$ cat src/rtl/multicycle_datapath_if.sv
// Memory-side bus of the multicycle datapath: instruction fetch (req/valid) and data access (req/ready).
// The core drives the master modport; memory models drive the slave modport.
interface multicycle_datapath_if #(
  parameter int DATA_W = 16
);
  logic              imem_req;
  logic [DATA_W-1:0] imem_addr;
  logic [15:0]       imem_rdata;
  logic              imem_valid;
  logic              dmem_req;
  logic              dmem_we;
  logic [DATA_W-1:0] dmem_addr;
  logic [DATA_W-1:0] dmem_wdata;
  logic [DATA_W-1:0] dmem_rdata;
  logic              dmem_ready;

  modport master (
    output imem_req, imem_addr, dmem_req, dmem_we, dmem_addr, dmem_wdata,
    input  imem_rdata, imem_valid, dmem_rdata, dmem_ready
  );

  modport slave (
    input  imem_req, imem_addr, dmem_req, dmem_we, dmem_addr, dmem_wdata,
    output imem_rdata, imem_valid, dmem_rdata, dmem_ready
  );
endinterface

$ cat src/rtl/multicycle_datapath.sv
// Multi-cycle 16-bit-ISA datapath with DATA_W-wide registers, internal control FSM and stallable memories.
// Optional OVERFLOW_TRAP_EN: signed overflow on ADD/SUB/ADDI halts the core instead of retiring.
module multicycle_datapath #(
  parameter int                DATA_W   = 16,
  parameter logic [DATA_W-1:0] PC_RESET = '0,
  parameter int                PC_STEP  = 2
) (
  input  logic                    clk_i,
  input  logic                    rst_i,
  multicycle_datapath_if.master   mem,
  output logic [DATA_W-1:0]       pc_out_o,
  output logic                    instr_done_o,
  output logic                    halted_o
);

  typedef enum logic [2:0] {
    S_FETCH, S_DECODE, S_EXEC, S_MEM, S_WB, S_HALT
  } state_e;

  localparam logic [3:0] OP_R    = 4'h0;
  localparam logic [3:0] OP_ADDI = 4'h4;
  localparam logic [3:0] OP_LW   = 4'h5;
  localparam logic [3:0] OP_SW   = 4'h6;
  localparam logic [3:0] OP_BEQ  = 4'h7;
  localparam logic [3:0] OP_BNE  = 4'h8;
  localparam logic [3:0] OP_HALT = 4'hF;
  localparam logic [DATA_W-1:0] STEP = DATA_W'(PC_STEP);

  state_e                   state_q, state_d;
  logic [DATA_W-1:0]        pc_q, pc_d;
  logic [15:0]              ir_q, ir_d;
  logic [DATA_W-1:0]        a_q, a_d, b_q, b_d;
  logic [DATA_W-1:0]        alu_q, alu_d, mdr_q, mdr_d;
  logic [3:0][DATA_W-1:0]   rf_q, rf_d;
  logic                     imem_req_q, imem_req_d;
  logic                     dmem_req_q, dmem_req_d;
  logic                     dmem_we_q, dmem_we_d;
  logic                     retire;

  logic [3:0]        op;
  logic [1:0]        rs, rt, rd, funct, wr_idx;
  logic [3:0]        shamt;
  logic [DATA_W-1:0] imm_sext;

  assign op       = ir_q[15:12];
  assign rs       = ir_q[11:10];
  assign rt       = ir_q[9:8];
  assign rd       = ir_q[7:6];
  assign shamt    = ir_q[5:2];
  assign funct    = ir_q[1:0];
  assign imm_sext = {{(DATA_W-8){ir_q[7]}}, ir_q[7:0]};
  assign wr_idx   = (op == OP_R) ? rd : rt;

  logic [DATA_W-1:0] op2, sum, diff, alu_res, pc_seq, pc_br;
  logic              taken;

  always_comb begin
    op2     = (op == OP_R) ? b_q : imm_sext;
    sum     = a_q + op2;
    diff    = a_q - b_q;
    alu_res = sum;
    if (op == OP_R) begin
      case (funct)
        2'b00:   alu_res = sum;
        2'b01:   alu_res = diff;
        2'b10:   alu_res = a_q & b_q;
        default: alu_res = b_q << shamt;
      endcase
    end
  end

  assign taken  = (op == OP_BNE) ? (a_q != b_q) : (a_q == b_q);
  assign pc_seq = pc_q + STEP;
  assign pc_br  = pc_seq + (imm_sext << 1);

`ifdef OVERFLOW_TRAP_EN
  logic ovf;
  // Signed overflow: operands agree in sign but the result does not (add), or differ and result flips (sub).
  always_comb begin
    ovf = 1'b0;
    if (op == OP_ADDI || (op == OP_R && funct == 2'b00))
      ovf = (a_q[DATA_W-1] == op2[DATA_W-1]) && (sum[DATA_W-1] != a_q[DATA_W-1]);
    else if (op == OP_R && funct == 2'b01)
      ovf = (a_q[DATA_W-1] != b_q[DATA_W-1]) && (diff[DATA_W-1] != a_q[DATA_W-1]);
  end
`endif

  always_comb begin
    state_d   = state_q;
    pc_d      = pc_q;
    ir_d      = ir_q;
    a_d       = a_q;
    b_d       = b_q;
    alu_d     = alu_q;
    mdr_d     = mdr_q;
    rf_d      = rf_q;
    dmem_we_d = dmem_we_q;
    retire    = 1'b0;
    case (state_q)
      S_FETCH: begin
        if (imem_req_q && mem.imem_valid) begin
          ir_d    = mem.imem_rdata;
          state_d = S_DECODE;
        end
      end
      S_DECODE: begin
        a_d     = rf_q[rs];
        b_d     = rf_q[rt];
        state_d = (op == OP_HALT) ? S_HALT : S_EXEC;
      end
      S_EXEC: begin
        alu_d = alu_res;
        case (op)
          OP_R, OP_ADDI: begin
`ifdef OVERFLOW_TRAP_EN
            state_d = ovf ? S_HALT : S_WB;
`else
            state_d = S_WB;
`endif
          end
          OP_LW: begin
            dmem_we_d = 1'b0;
            state_d   = S_MEM;
          end
          OP_SW: begin
            dmem_we_d = 1'b1;
            state_d   = S_MEM;
          end
          OP_BEQ, OP_BNE: begin
            retire  = 1'b1;
            pc_d    = taken ? pc_br : pc_seq;
            state_d = S_FETCH;
          end
          default: begin
            retire  = 1'b1;
            pc_d    = pc_seq;
            state_d = S_FETCH;
          end
        endcase
      end
      S_MEM: begin
        if (dmem_req_q && mem.dmem_ready) begin
          dmem_we_d = 1'b0;
          if (dmem_we_q) begin
            retire  = 1'b1;
            pc_d    = pc_seq;
            state_d = S_FETCH;
          end else begin
            mdr_d   = mem.dmem_rdata;
            state_d = S_WB;
          end
        end
      end
      S_WB: begin
        rf_d[wr_idx] = (op == OP_LW) ? mdr_q : alu_q;
        retire       = 1'b1;
        pc_d         = pc_seq;
        state_d      = S_FETCH;
      end
      S_HALT:  state_d = S_HALT;
      default: state_d = S_FETCH;
    endcase
    // Requests are registered copies of "next state is the access state".
    imem_req_d = (state_d == S_FETCH);
    dmem_req_d = (state_d == S_MEM);
  end

  always_ff @(posedge clk_i) begin
    if (rst_i) begin
      state_q    <= S_FETCH;
      pc_q       <= PC_RESET;
      ir_q       <= '0;
      a_q        <= '0;
      b_q        <= '0;
      alu_q      <= '0;
      mdr_q      <= '0;
      rf_q       <= '0;
      imem_req_q <= 1'b0;
      dmem_req_q <= 1'b0;
      dmem_we_q  <= 1'b0;
    end else begin
      state_q    <= state_d;
      pc_q       <= pc_d;
      ir_q       <= ir_d;
      a_q        <= a_d;
      b_q        <= b_d;
      alu_q      <= alu_d;
      mdr_q      <= mdr_d;
      rf_q       <= rf_d;
      imem_req_q <= imem_req_d;
      dmem_req_q <= dmem_req_d;
      dmem_we_q  <= dmem_we_d;
    end
  end

  assign mem.imem_req   = imem_req_q;
  assign mem.imem_addr  = pc_q;
  assign mem.dmem_req   = dmem_req_q;
  assign mem.dmem_we    = dmem_we_q;
  assign mem.dmem_addr  = alu_q;
  assign mem.dmem_wdata = b_q;
  assign pc_out_o       = pc_q;
  assign instr_done_o   = retire & ~rst_i;
  assign halted_o       = (state_q == S_HALT);

endmodule
$ cat src/flat_wrapper.sv
// flat-port wrapper written by rule: the top's interface ports become plain ports
module multicycle_datapath_flat 
#(
  parameter int                DATA_W   = 16,
  parameter logic [DATA_W-1:0] PC_RESET = '0,
  parameter int                PC_STEP  = 2
)
  (clk_i, rst_i, pc_out_o, instr_done_o, halted_o, mem_imem_req, mem_imem_addr, mem_dmem_req, mem_dmem_we, mem_dmem_addr, mem_dmem_wdata, mem_imem_rdata, mem_imem_valid, mem_dmem_rdata, mem_dmem_ready);
  multicycle_datapath_if #(.DATA_W(DATA_W)) mem_i ();
  input  logic clk_i;
  input  logic rst_i;
  output logic [DATA_W-1:0] pc_out_o;
  output logic instr_done_o;
  output logic halted_o;
  output wire logic [$bits(mem_i.imem_req)-1:0] mem_imem_req;
  output wire logic [$bits(mem_i.imem_addr)-1:0] mem_imem_addr;
  output wire logic [$bits(mem_i.dmem_req)-1:0] mem_dmem_req;
  output wire logic [$bits(mem_i.dmem_we)-1:0] mem_dmem_we;
  output wire logic [$bits(mem_i.dmem_addr)-1:0] mem_dmem_addr;
  output wire logic [$bits(mem_i.dmem_wdata)-1:0] mem_dmem_wdata;
  input wire logic [$bits(mem_i.imem_rdata)-1:0] mem_imem_rdata;
  input wire logic [$bits(mem_i.imem_valid)-1:0] mem_imem_valid;
  input wire logic [$bits(mem_i.dmem_rdata)-1:0] mem_dmem_rdata;
  input wire logic [$bits(mem_i.dmem_ready)-1:0] mem_dmem_ready;
  assign mem_imem_req = mem_i.imem_req;
  assign mem_imem_addr = mem_i.imem_addr;
  assign mem_dmem_req = mem_i.dmem_req;
  assign mem_dmem_we = mem_i.dmem_we;
  assign mem_dmem_addr = mem_i.dmem_addr;
  assign mem_dmem_wdata = mem_i.dmem_wdata;
  assign mem_i.imem_rdata = mem_imem_rdata;
  assign mem_i.imem_valid = mem_imem_valid;
  assign mem_i.dmem_rdata = mem_dmem_rdata;
  assign mem_i.dmem_ready = mem_dmem_ready;
  multicycle_datapath #(.DATA_W(DATA_W), .PC_RESET(PC_RESET), .PC_STEP(PC_STEP)) u_core (.clk_i(clk_i), .rst_i(rst_i), .mem(mem_i), .pc_out_o(pc_out_o), .instr_done_o(instr_done_o), .halted_o(halted_o));
endmodule
$ cat config.mk
export PLATFORM = sky130hd
export DESIGN_NAME = multicycle_datapath_flat
export DESIGN_NICKNAME = d
export VERILOG_FILES = /design/src/rtl/multicycle_datapath_if.sv /design/src/rtl/multicycle_datapath.sv /design/src/flat_wrapper.sv
export SDC_FILE = /design/constraint.sdc
export NUM_CORES = 1
export LEC_CHECK = 0
export ABC_CLOCK_PERIOD_IN_PS = 7150
export BUFFER_PORTS_ARGS = -buffer_cell sky130_fd_sc_hd__buf_2
export CAP_MARGIN = 0
export CORE_UTILIZATION = 40
export CTS_CLUSTER_DIAMETER = 200
export DETAILED_ROUTE_END_ITERATION = 16
export SLEW_MARGIN = 20
export SYNTH_ARGS = -nofsm -noshare
export SYNTH_HDL_FRONTEND = slang
export SYNTH_SLANG_ARGS = --single-unit
export TNS_END_PERCENT = 5
$ cat constraint.sdc
create_clock -name clk_i -period 7.15 [get_ports clk_i]
set_input_delay 0.3575 -clock clk_i [delete_from_list [all_inputs] [get_ports clk_i]]
set_output_delay 0.3575 -clock clk_i [all_outputs]
set_load 0.02 [all_outputs]
# Word level (Yosys, flattened, before mapping)
# Index checks and enable logic that the tools add are counted.
[totals]
ff_bits = 166
latch_bits = 0
ramBits = 0
mem_bits_ro = 0
inputBits = 36
out_inout_bits = 69
word_cells = 95
n_memories = 0
[op_classes]
add_sub_neg = 4
multipliers = 0
div_mod_pow = 0
order_cmp = 4
eq_ne = 20
shifts = 1
n_mux = 31
bitwise_logic = 4
reduce_logical = 17
[op_table]
columns = ["operator", "count"]
rows = [
  ["$mux 16", 9],
  ["$pmux 16 s3", 2],
  ["$bmux 16 s2", 2],
  ["$bwmux 64", 1],
  ["$add 16x16->16", 2],
  ["$demux 16 s2", 1],
  ["$pmux 16 s2", 1],
  ["$add 16x2->16 const B", 1],
  ["$and 16x16->16", 1],
  ["$eq 16x16->1", 1],
  ["$eq 4x3->1 const B", 4],
  ["$ne 16x16->1", 1],
  ["$shl 16x4->16", 1],
  ["$sub 16x16->16", 1],
  ["$pmux 3 s5", 1],
  ["$mux 3", 4],
  ["$eq 3x2->1 const B", 3],
  ["$lt 2x3->1 const B", 3],
  ["$eq 4x4->1 const B", 2],
  ["$eq 3x3->1 const B", 2],
  ["$logic_not 3->1", 2],
  ["$pmux 3 s2", 1],
  ["$reduce_and 3->1", 2],
  ["$reduce_or 2->1", 3],
  ["other kinds (21)", 30],
]

# Depth between registers and ports, before layout
# Gate-level depths: netlist (run 1).
[depth]
depth_word = 7
depth_mapped = 17

# Worst setup path before layout (run 1)
# OpenSTA, ideal clock, no wires.
[synth_timing]
path_kind = "flip-flop to flip-flop"
startpoint = "reg u_core.ir_q[13]"
endpoint = "reg u_core.alu_q[15] (netlist: u_core.mem.dmem_addr[15])"
arrival_ns = 3.600
setup_slack_ns = 3.458
stages_incl_launch_ff = 18
n_path_buf = 4
path_cell_list = "dfxtp_1 buf_2 nor3_1 nand2b_1 clkbuf_1 buf_1 clkbuf_1 nand2_1 o21ai_0 ha_1 and3_1 a221oi_2 a21oi_2 a221o_1 a31oi_4 mux2i_1 nor4_1 nor4_1"
[synth_between]
elab_chain_len = 5
[synth_rtl]
columns = ["element", "line", "text"]
rows = [
  ["start: declaration", "multicycle_datapath.sv:31", "logic [15:0] ir_q, ir_d;"],
  ["start signal: assignment", "multicycle_datapath.sv:184", "ir_q <= ir_d;"],
  ["$logic_not 4->1 (*)", "multicycle_datapath.sv:58, multicycle_datapath.sv:62", ""],
  ["$mux 16", "multicycle_datapath.sv:58", "op2 = (op == OP_R) ? b_q : imm_sext;"],
  ["$add 16x16->16", "multicycle_datapath.sv:59", "sum = a_q + op2;"],
  ["$pmux 16 s3", "multicycle_datapath.sv:63", "case (funct)"],
  ["$mux 16 (*)", "multicycle_datapath.sv:62", "if (op == OP_R) begin"],
  ["end signal: assignment", "multicycle_datapath.sv:187", "alu_q <= alu_d;"],
  ["end: declaration", "multicycle_datapath.sv:33", "logic [DATA_W-1:0] alu_q, alu_d, mdr_q, mdr_d;"],
]
# Mark *: on every way between the ends. The rest lies on a longest branch, timed or not.
# A chain may end at the register's enable or synchronous reset.

# Worst setup path in the final report (run 1)
[layout_timing]
startpoint = "reg u_core.ir_q[12]"
endpoint = "reg u_core.alu_q[15] (netlist: u_core.mem.dmem_addr[15])"
# Same word-level chain as after synthesis.

==> results of run 1 <==
cell usage after synthesis, types with 10 or more instances:
cell type  number
mux4_2         42
xnor2_1        28
o21ai_0        53
ha_1           69
mux2i_1        45
inv_1          28
a21o_1         21
nand2b_1       16
nand2_1       179
xor2_1         15
clkbuf_1       71
a211oi_1       76
a21oi_1       105
buf_4          19
and3_1         10
o221ai_1       10
nor2_1        145
dfxtp_1       165
nor3_1         20
nand3_1        21
critical path: cells and delay by family (launching register included):
kind                       cells  cell delay [ns]
AOI/OAI and AO/OA              5             1.48
adders and majority gates      1             0.32
buffers and inverters          1             0.26
DFF                            1             0.40
muxes                          1             0.22
and+or+nand+nor                5             0.99
final cells by class:
cell class,count,area [um2]
multi-input combinational,992,7030
timing repair buffer,123,670.6
clock buffer,17,425.4
tap,335,419.2
inverter,28,105.1
fill,2564,14230
sequential,165,3303
clock inverter,15,170.2
worst max path at each step:
stage          cells past startpoint                        to  slack, ns
2_1_floorplan                     17  u_core.mem.dmem_addr[15]       3.46
3_3_place_gp                      14  u_core.mem.dmem_addr[15]       3.58
3_5_place_dp                      14  u_core.mem.dmem_addr[15]       3.46
4_1_cts                           13  u_core.mem.dmem_addr[15]       3.38
5_1_grt                           13  u_core.mem.dmem_addr[15]       3.15
6_report                          13  u_core.mem.dmem_addr[15]       3.35
registers in the layout, summed over array words and instances, names as in the netlist:
register and flops:
u_core.mem.imem_req 1, u_core.mdr_q 16, u_core.mem.dmem_addr 16, u_core.state_q 3, u_core.mem.dmem_wdata 16, u_core.a_q 16, u_core.ir_q 16, u_core.mem.dmem_we 1
u_core.rf_q 64, u_core.mem.imem_addr 15, u_core.mem.dmem_req 1
per-layer routing:
layer,wire length [um],vias to the layer above,track usage [%]
met1,15560,4508,34.43
met5,0,-,0
li1,-,4718,-
met3,1916,32,3.755
met4,590,0,7.488
met2,14140,256,35.20
per-stage QoR:
step	util [%]	std cells	setup slack, ns	area [um2]	total power, mW
detailed placement	43.72	1643	3.463	11520	1.191
global route	46.00	1675	3.152	12120	2.190
floorplan	-	1287	3.458	10870	1.124
global placement	43.72	1643	3.584	11520	1.190
finish	46.00	1675	3.346	12120	2.119
CTS	45.98	1675	3.379	12120	2.135
kinds of logic (layout without fill, tap and decap cells):
family	after synthesis	in the layout	share of synthesized area (%)
and+or+nand+nor	448	448	18.42
AOI/OAI and AO/OA	336	336	20.57
DFF	165	165	30.39
adders and majority gates	72	72	8.496
buffers and inverters	130	183	5.307
xor gates and xnor gates	44	44	3.615
muxes	90	90	13.16
other	1	2	0.03451
power by group through the flow:
stage / clock, mW / sequential [mW] / combinational, mW
floorplan: 0 / 0.970 / 0.153
global placement: 0 / 0.977 / 0.212
detailed placement: 0 / 0.977 / 0.213
CTS: 0.964 / 0.956 / 0.214
global route: 0.997 / 0.958 / 0.235
finish: 0.947 / 0.957 / 0.215
==> impl_results.md, run 1 <==
* Async SR Flop Fraction at 0%
* Setup violators final at 0
* Crit Path Class: flop to flop
* Internal cell power at 1.532 mW
* Hold_sp: mem_dmem_rdata[10]
* Initial antenna violation count at 0
* Layout cell share with drive strength beyond 1 at 17.01%
* Fmax at 262.9 MHz
* Seq/Total Area, Yosys at 30.39%
* PostCTS Resize Cnt at 0
* H-tree depth at 4
* Vias in the first global route at 8947
* Largest area contributor in the netlist: dfxtp_1
* Worst-margin pin slew at 1.075 ns
* Biggest cell delay along the critical path at 0.41 ns
* Post-CTS setup buffers at 0
* Worst setup SP type: flop
* CTS tree: yes
* Clock power frac at 44.7%
* Port Buffers at 102
* Gate Count Post-Synth at 1286
* Ant diodes at 0
* DR vias/cell at 5.680
* Final wirelength at 32200 um
* DR DRC count at 0
* Hold/Removal Path Class: input pin to flop
* Max-Cap Viols at 0
* Fin. max-slew vios at 0
* Yosys warns at 0
* R2R cell count at 13
* Die span in y at 166.8 um
* Setup repair after global routing missed its margin: no
* Most frequent CP cell: nor4_1
* Number of synthesized flops with an enable pin at 0
* Min Tclk post-route at 3.804 ns
* Max-slew headroom at 28.25%
* Net Sw Power at 586.6 uW
* Switching share of power at 27.69%
* Clock Tree Root: clkbuf_16
* Area delta synth->final at 11.56%
* I/O pin count at 105
* Post-Syn Area at 10870 um2
* Worst-Skew Late Latency at 0.44 ns
* First-pass GRT wire length at 51470 um
* Lkg Pwr at 4.643 nW
* R2r setup slk at 3.35 ns
* Post-route setup TNS at 0 ns
* Critical Path Source: u_core.ir_q[12]
* FF-to-FF Start: u_core.ir_q[12]
* Router iterations before antenna repair at 5
* Sequential power share at 45.1%
* Synth top area share at 30.39%
* R2R Path End: u_core.mem.dmem_addr[15]
* Core Rows at 59
* Placer Congestion at 0.9228
* Critical Path AT at 4.13 ns
* Core area at 26350 um2
* WL/cell at 19.23 um
* Setup Skew at 0.01216 ns
* CP Capture Type: flop
* Die area at 27830 um2
* Commonest non-fill, non-tap cell in the layout: nand2_1
* Most frequent cells in the layout: nand2_1, dfxtp_1, nor2_1
* Number of CTS-inserted buffers at 17
* Max VDD drop at 145.1 uV
* Die width at 166.8 um
* Pwr dens at 174.7 nW/um2
* Cells on Worst Hold Path at 3
* Worst-path fanout max at 38
* FF+latch count, synth at 165
* Max Root-Sink Buffers at 2
* Worst-path cell chain: nor3_1, nand2b_1, buf_4, o21ai_0, ha_1, and3_1, a221oi_2, a21oi_2, a221o_1, a31oi_4, mux2i_1, nor4_1, nor4_1
* Starting Density at 41.24%
* Main synth FF type: dfxtp_1
* Num Clock Sinks at 165
* Congestion Overflow GR at 0
* Final net count at 1435
* WHS Endpoint: u_core.mdr_q[10]
* CTS Hold Buffers Added at 0
* Req. time, crit path at 7.48 ns
* Logic pwr share at 10.2%
* Syn Area/Cell at 8.451 um2
* 1st-iter DRT viols at 726
* Final ANT Viol Nets at 0
* Largest cells by area after synthesis: dfxtp_1, mux4_2, ha_1
* Post-DP HPWL at 23230 um
* Synth unique cells at 74
* Outcome: finished clean
* Gr usage total at 23.56%
* Largest net degree at the start of global routing at 94
* Hold slack at 0.1527 ns
* Via count at 9514
* Fin crit share at 53.20%
* CTS clk-pin slew, worst paths at 0.07 ns
* Crit-path slowest cell: a221oi_2
* Hold violation count in the final report at 0
Note: power is estimated with default switching activity, not from simulation.
==> run 2, diff against run 1 <==
--- a/config.mk
+++ b/config.mk
@@ -5,7 +5,7 @@
 export SDC_FILE = /design/constraint.sdc
 export NUM_CORES = 1
 export LEC_CHECK = 0
-export ABC_CLOCK_PERIOD_IN_PS = 7150
+export ABC_CLOCK_PERIOD_IN_PS = 3800
 export BUFFER_PORTS_ARGS = -buffer_cell sky130_fd_sc_hd__buf_2
 export CAP_MARGIN = 0
 export CORE_UTILIZATION = 40
==> constraint.sdc (replaced) <==
create_clock -name clk_i -period 3.8 [get_ports clk_i]
set_input_delay 0.19 -clock clk_i [delete_from_list [all_inputs] [get_ports clk_i]]
set_output_delay 0.19 -clock clk_i [all_outputs]
set_load 0.02 [all_outputs]
==> impl_results.md, run 2 (synthesis results as in run 1) <==
* CP Capture Type: flop
* Fin crit share at 92.74% (+40 points)
* DR vias/cell at 5.701 (+0.38%)
* Setup repair after global routing missed its margin: no
* Critical Path Source: u_core.ir_q[15]
* Final net count at 1471 (+2.5%)
* Port Buffers at 102 (unchanged)
* Hold/Removal Path Class: input pin to flop
* Critical Path AT at 3.86 ns (-0.27 ns)
* CTS tree: yes
* Ant diodes at 0 (unchanged)
* Setup Skew at 0.01123 ns (-0.0009266 ns)
* Final ANT Viol Nets at 0 (unchanged)
* 1st-iter DRT viols at 679 (-6.5%)
* Number of CTS-inserted buffers at 17 (unchanged)
* H-tree depth at 4 (unchanged)
* Die width at 166.8 um (unchanged)
* Lkg Pwr at 4.835 nW (+4.2%)
* Crit-path slowest cell: a221oi_2
* Hold slack at 0.009114 ns (-0.1436 ns)
* Max-slew headroom at 28.18% (-0.070 points)
* Post-route setup TNS at 0 ns (unchanged)
* Placer Congestion at 0.9191 (-0.40%)
* CTS clk-pin slew, worst paths at 0.07 ns (about the same)
* Vias in the first global route at 9058 (+1.2%)
* Largest net degree at the start of global routing at 62 (-34%)
* Setup violators final at 0 (unchanged)
* Worst-path cell chain: nor3_1, nand2b_1, buf_4, nand2_1, o21ai_0, ha_1, and3_1, a221oi_2, a21oi_2, a221o_1, a31oi_4, mux2i_1, nor4_1, nor4_1
* Via count at 9755 (+2.5%)
* Min Tclk post-route at 3.524 ns (-0.2796 ns)
* Router iterations before antenna repair at 5 (unchanged)
* Crit Path Class: flop to flop
* WL/cell at 19.32 um (+0.50%)
* Worst-margin pin slew at 1.073 ns (-0.001444 ns)
* First-pass GRT wire length at 51630 um (+0.29%)
* R2R cell count at 14 (+1)
* Die area at 27830 um2 (unchanged)
* Pwr dens at 327.6 nW/um2 (+87%)
* Fmax at 283.8 MHz (+7.9%)
* Final wirelength at 33060 um (+2.7%)
* R2r setup slk at 0.28 ns (-3.07 ns)
* Max Root-Sink Buffers at 2 (unchanged)
* I/O pin count at 105 (unchanged)
* Worst-path fanout max at 20 (-47%)
* Cells on Worst Hold Path at 3 (unchanged)
* Biggest cell delay along the critical path at 0.43 ns (+0.02 ns)
* Most frequent CP cell: nor4_1
* Starting Density at 41.24% (unchanged)
* Worst setup SP type: flop
* Gr usage total at 23.68% (+0.12 points)
* Core area at 26350 um2 (unchanged)
* Final core occ at 47.28% (+1.3 points)
* Hold violation count in the final report at 0 (unchanged)
* Max-Cap Viols at 0 (unchanged)
* Largest reg by FF count: u_core.rf_q
* Commonest non-fill, non-tap cell in the layout: nand2_1
* Most frequent cells in the layout: nand2_1, dfxtp_1, nor2_1
* Layout cell share with drive strength beyond 1 at 18.39% (+1.4 points)
* Congestion Overflow GR at 0 (unchanged)
* Max VDD drop at 298.2 uV (+110%)
* Outcome: finished clean
* Hold_sp: mem_imem_rdata[11]
* Die span in y at 166.8 um (unchanged)
* Post-layout power at 4.082 mW (+93%)
* Fin. max-slew vios at 0 (unchanged)
* Initial antenna violation count at 0 (unchanged)
* R2R Path End: u_core.mem.dmem_addr[15]
* Max FFs per register at 64 (unchanged)
* Area delta synth->final at 14.66%
* Req. time, crit path at 4.14 ns (-3.34 ns)
* Clock Tree Root: clkbuf_16
* Post-DP HPWL at 24440 um (+5.2%)
* FF-to-FF Start: u_core.ir_q[15]
* Core Rows at 59 (unchanged)
* Num Clock Sinks at 165 (unchanged)
* Worst-Skew Late Latency at 0.44 ns (about the same)
* WHS Endpoint: u_core.ir_q[11]
* DR DRC count at 0 (unchanged)
## run 2: what timing repair did
action                                  CTS  global route
gates resized for setup                   0             1
hold endpoints to repair                 13             0
buffers inserted                          0             0
endpoints found under the setup margin    0             1
hold buffers                             13             0
## run 2: per-stage QoR
stage / instance area (um2) / instances / worst slack (ns)
final: 12460 / 1711 / 0.2760
after global routing: 12460 / 1711 / 0.09976
after CTS: 12450 / 1711 / 0.2880
after detailed placement: 11700 / 1666 / 0.3082
after global placement: 11700 / 1666 / 0.4035
after floorplan: 10870 / 1287 / 0.1084
## run 2: report_power, final
group / switching [mW] / total [mW] / internal [mW]
Sequential: 0.0403 / 1.79 / 1.75
Clock: 0.796 / 1.85 / 1.06
Combinational: 0.275 / 0.437 / 0.162
## run 2: how the worst max path moves through the flow
stage | endpoint | slack (ns)
after CTS | u_core.mem.imem_addr[15] | 0.29
after detailed placement | u_core.mem.imem_addr[15] | 0.31
after global placement | u_core.mem.imem_addr[15] | 0.40
after floorplan | u_core.mem.dmem_addr[15] | 0.11
after global routing | u_core.mem.imem_addr[15] | 0.1
final | u_core.mem.dmem_addr[15] | 0.28
## run 2: critical path, delay by kind of cell, from the launching register on
kind | cells | cell delay (ns)
buffers and inverters | 1 | 0.20
adder cells (fa/ha/maj) | 1 | 0.38
flip-flops | 1 | 0.38
multiplexers | 1 | 0.20
AND/OR/NAND/NOR | 6 | 1.01
AO/OA/AOI/OAI | 5 | 1.26
## run 2: layout make-up
cell class	count	area, um2
clock buffer	17	425.4
clock inverter	15	193.9
multi-input combinational	992	7041
inverter	28	105.1
timing repair buffer	159	973.4
fill	2545	13890
sequential	165	3303
tap	335	419.2
## run 2: routing by layer
metal	GRT usage, %	vias to the layer above	wire, um
met1	33.37	4664	15720
met4	5.797	0	431
met2	37.78	287	15090
li1	-	4776	-
met5	0	-	0
met3	3.565	28	1817
==> run 3, diff against run 2 <==
--- a/config.mk
+++ b/config.mk
@@ -11,6 +11,7 @@
 export CORE_UTILIZATION = 40
 export CTS_CLUSTER_DIAMETER = 200
 export DETAILED_ROUTE_END_ITERATION = 16
+export GPL_TIMING_DRIVEN = 0
 export SLEW_MARGIN = 20
 export SYNTH_ARGS = -nofsm -noshare
 export SYNTH_HDL_FRONTEND = slang
==> impl_results.md, run 3 (synthesis results as in run 1) <==
* Pwr dens at 318.7 nW/um2 (-2.7%)
* Placed Area at 11800 um2 (+0.84%)
* Fillers at 2617 (+2.8%)
* Ant diodes at 0 (unchanged)
* CP Capture Type: flop
* Routing usage on met2 at 41.55% (+3.8 points)
* Layout cell share with drive strength beyond 1 at 17.37% (-1.0 points)
* Setup repair after global routing missed its margin: no
* First-pass GRT wire length at 55680 um (+7.9%)
* Worst-margin pin slew at 0.9573 ns (-0.1160 ns)
* Crit Path Class: flop to flop
* Fmax at 276.5 MHz (-2.6%)
* Fin. max-slew vios at 0 (unchanged)
* Worst setup SP type: flop
* Core Rows at 59 (unchanged)
* Max-Cap Viols at 0 (unchanged)
* Gr usage total at 25.98% (+2.3 points)
* Met1 Track Usage GR at 35.61% (+2.2 points)
* Critical Path AT at 3.95 ns (+0.09 ns)
* Most crowded layer after global routing: met2
* Congestion Overflow GR at 0 (unchanged)
* Largest net degree at the start of global routing at 17 (-73%)
* Min Tclk post-route at 3.616 ns (+0.09237 ns)
* Outcome: finished clean
* Worst-path fanout max at 10 (-50%)
* Hold/Removal Path Class: input pin to flop
* Multi-input logic area at 7048 um2 (+0.11%)
* DR vias/cell at 5.732 (+0.54%)
* Largest reg by FF count: u_core.rf_q
* Worst-Skew Late Latency at 0.43 ns (about the same)
* Area delta synth->final at 16.44%
* Num Clock Sinks at 165 (unchanged)
* Post-layout power at 4.033 mW (-1.2%)
* Fin crit share at 95.17% (+2.4 points)
* Clock Tree Root: clkbuf_16
* 1st-iter DRT viols at 1041 (+53%)
* Die span in y at 166.8 um (unchanged)
* Max Root-Sink Buffers at 2 (unchanged)
* Req. time, crit path at 4.13 ns (about the same)
* Die width at 166.8 um (unchanged)
* Initial antenna violation count at 0 (unchanged)
* Final net count at 1534 (+4.3%)
* Lkg Pwr at 4.894 nW (+1.2%)
* Max VDD drop at 324.0 uV (+8.7%)
* Post-route setup TNS at 0 ns (unchanged)
* Max-slew headroom at 35.69% (+7.5 points)
* Final core occ at 48.02% (+0.74 points)
* Hold slack at 0.002190 ns (-0.006924 ns)
* CTS clk-pin slew, worst paths at 0.07 ns (about the same)
* Vias in the first global route at 9513 (+5.0%)
* WL/cell at 20.32 um (+5.2%)
* Core area at 26350 um2 (unchanged)
* Commonest non-fill, non-tap cell in the layout: nand2_1
* Port Buffers at 101 (-0.98%)
* Placer Congestion at 0.9285 (+1.0%)
* CTS tree: yes
* H-tree depth at 4 (unchanged)
* Fin area at 12650 um2 (+1.6%)
* Register area at 3312 um2 (+0.27%)
* Global-route met3 utilization at 3.279% (-0.29 points)
* Post-DP HPWL at 28180 um (+15%)
* Max FFs per register at 64 (unchanged)
* Setup Skew at 0.01109 ns (-0.0001379 ns)
* Final ANT Viol Nets at 0 (unchanged)
* I/O pin count at 105 (unchanged)
* Number of CTS-inserted buffers at 17 (unchanged)
* Final wirelength at 36050 um (+9.0%)
* Via count at 10170 (+4.2%)
* Die area at 27830 um2 (unchanged)
* DR DRC count at 0 (unchanged)
* Setup violators final at 0 (unchanged)
* Router iterations before antenna repair at 6 (+1)
* Most frequent cells in the layout: nand2_1, dfxtp_1, nor2_1
* Starting Density at 41.24% (unchanged)
* Hold violation count in the final report at 0 (unchanged)
-- run 3: changes by cell type in the layout (fill, tap and decap cells not counted), sizes merged --
cell and delta:
clkbuf +69, buf -5, bufinv -1, clkinv +1, clkinvlp -1, dlygate4sd3 -1, inv +1
-- run 3: final cells by class --
class,instances,area share [%]
multi-input cells,992,55.70
flip-flops and latches,165,26.17
repair buffers,122,5.478
plain buffers,100,3.826
clock buffers,17,3.362
well taps,335,3.312
clock inverters,15,1.325
inverters,28,0.8305
-- run 3: report_power, final --
group	internal [mW]	total (mW)	switching (mW)
sequential	1.75	1.79	0.0369
combinational	0.173	0.476	0.303
clock	0.988	1.77	0.779
total	2.91	4.03	1.12
-- run 3: critical path, cell delays in order, from the launching register on --
cell and delay [ns]:
dfxtp_4 0.39, nor3_4 0.19, nand2b_1 0.11, clkbuf_8 0.19
buf_4 0.18, buf_4 0.17, o21ai_0 0.19, ha_1 0.31
and3_1 0.22, a221oi_4 0.31, a21oi_2 0.12, a221o_1 0.37
a31oi_4 0.25, mux2i_1 0.21, nor4_1 0.06, nor4_1 0.24
-- run 3: worst paths after layout --
path	startpoint	to	slack [ns]	cells past startpoint
setup / recovery	u_core.ir_q[13]	u_core.mem.dmem_addr[15]	0.18	15
hold / removal	mem_dmem_rdata[12]	u_core.mdr_q[12]	0.002	3
setup reg to reg	u_core.ir_q[13]	u_core.mem.dmem_addr[15]	0.18	15
hold reg to reg	u_core.mdr_q[13]	u_core.mdr_q[13]	0.46	2
-- run 3: what timing repair did --
action	4_1_cts	5_1_grt
buffers inserted	5	4
setup endpoints to repair	11	6
pin swaps	8	11
hold endpoints to repair	12	0
resized for setup	15	12
hold buffers	12	0
-- run 3: stage by stage --
step,instances,worst slack [ns]
after global placement,1723,-0.6929
after CTS,1771,0.007214
after floorplan,1287,0.1084
after detailed placement,1723,-0.7408
final,1774,0.1836
after global routing,1774,0.002959
-- run 3: metal layers --
| layer | wire length (um) | share of wire, % |
|---|---|---|
| met1 | 16310 | 45 |
| met2 | 16710 | 46 |
| met3 | 2022 | 5.6 |
| met4 | 1008 | 2.8 |
| met5 | 0 | 0 |
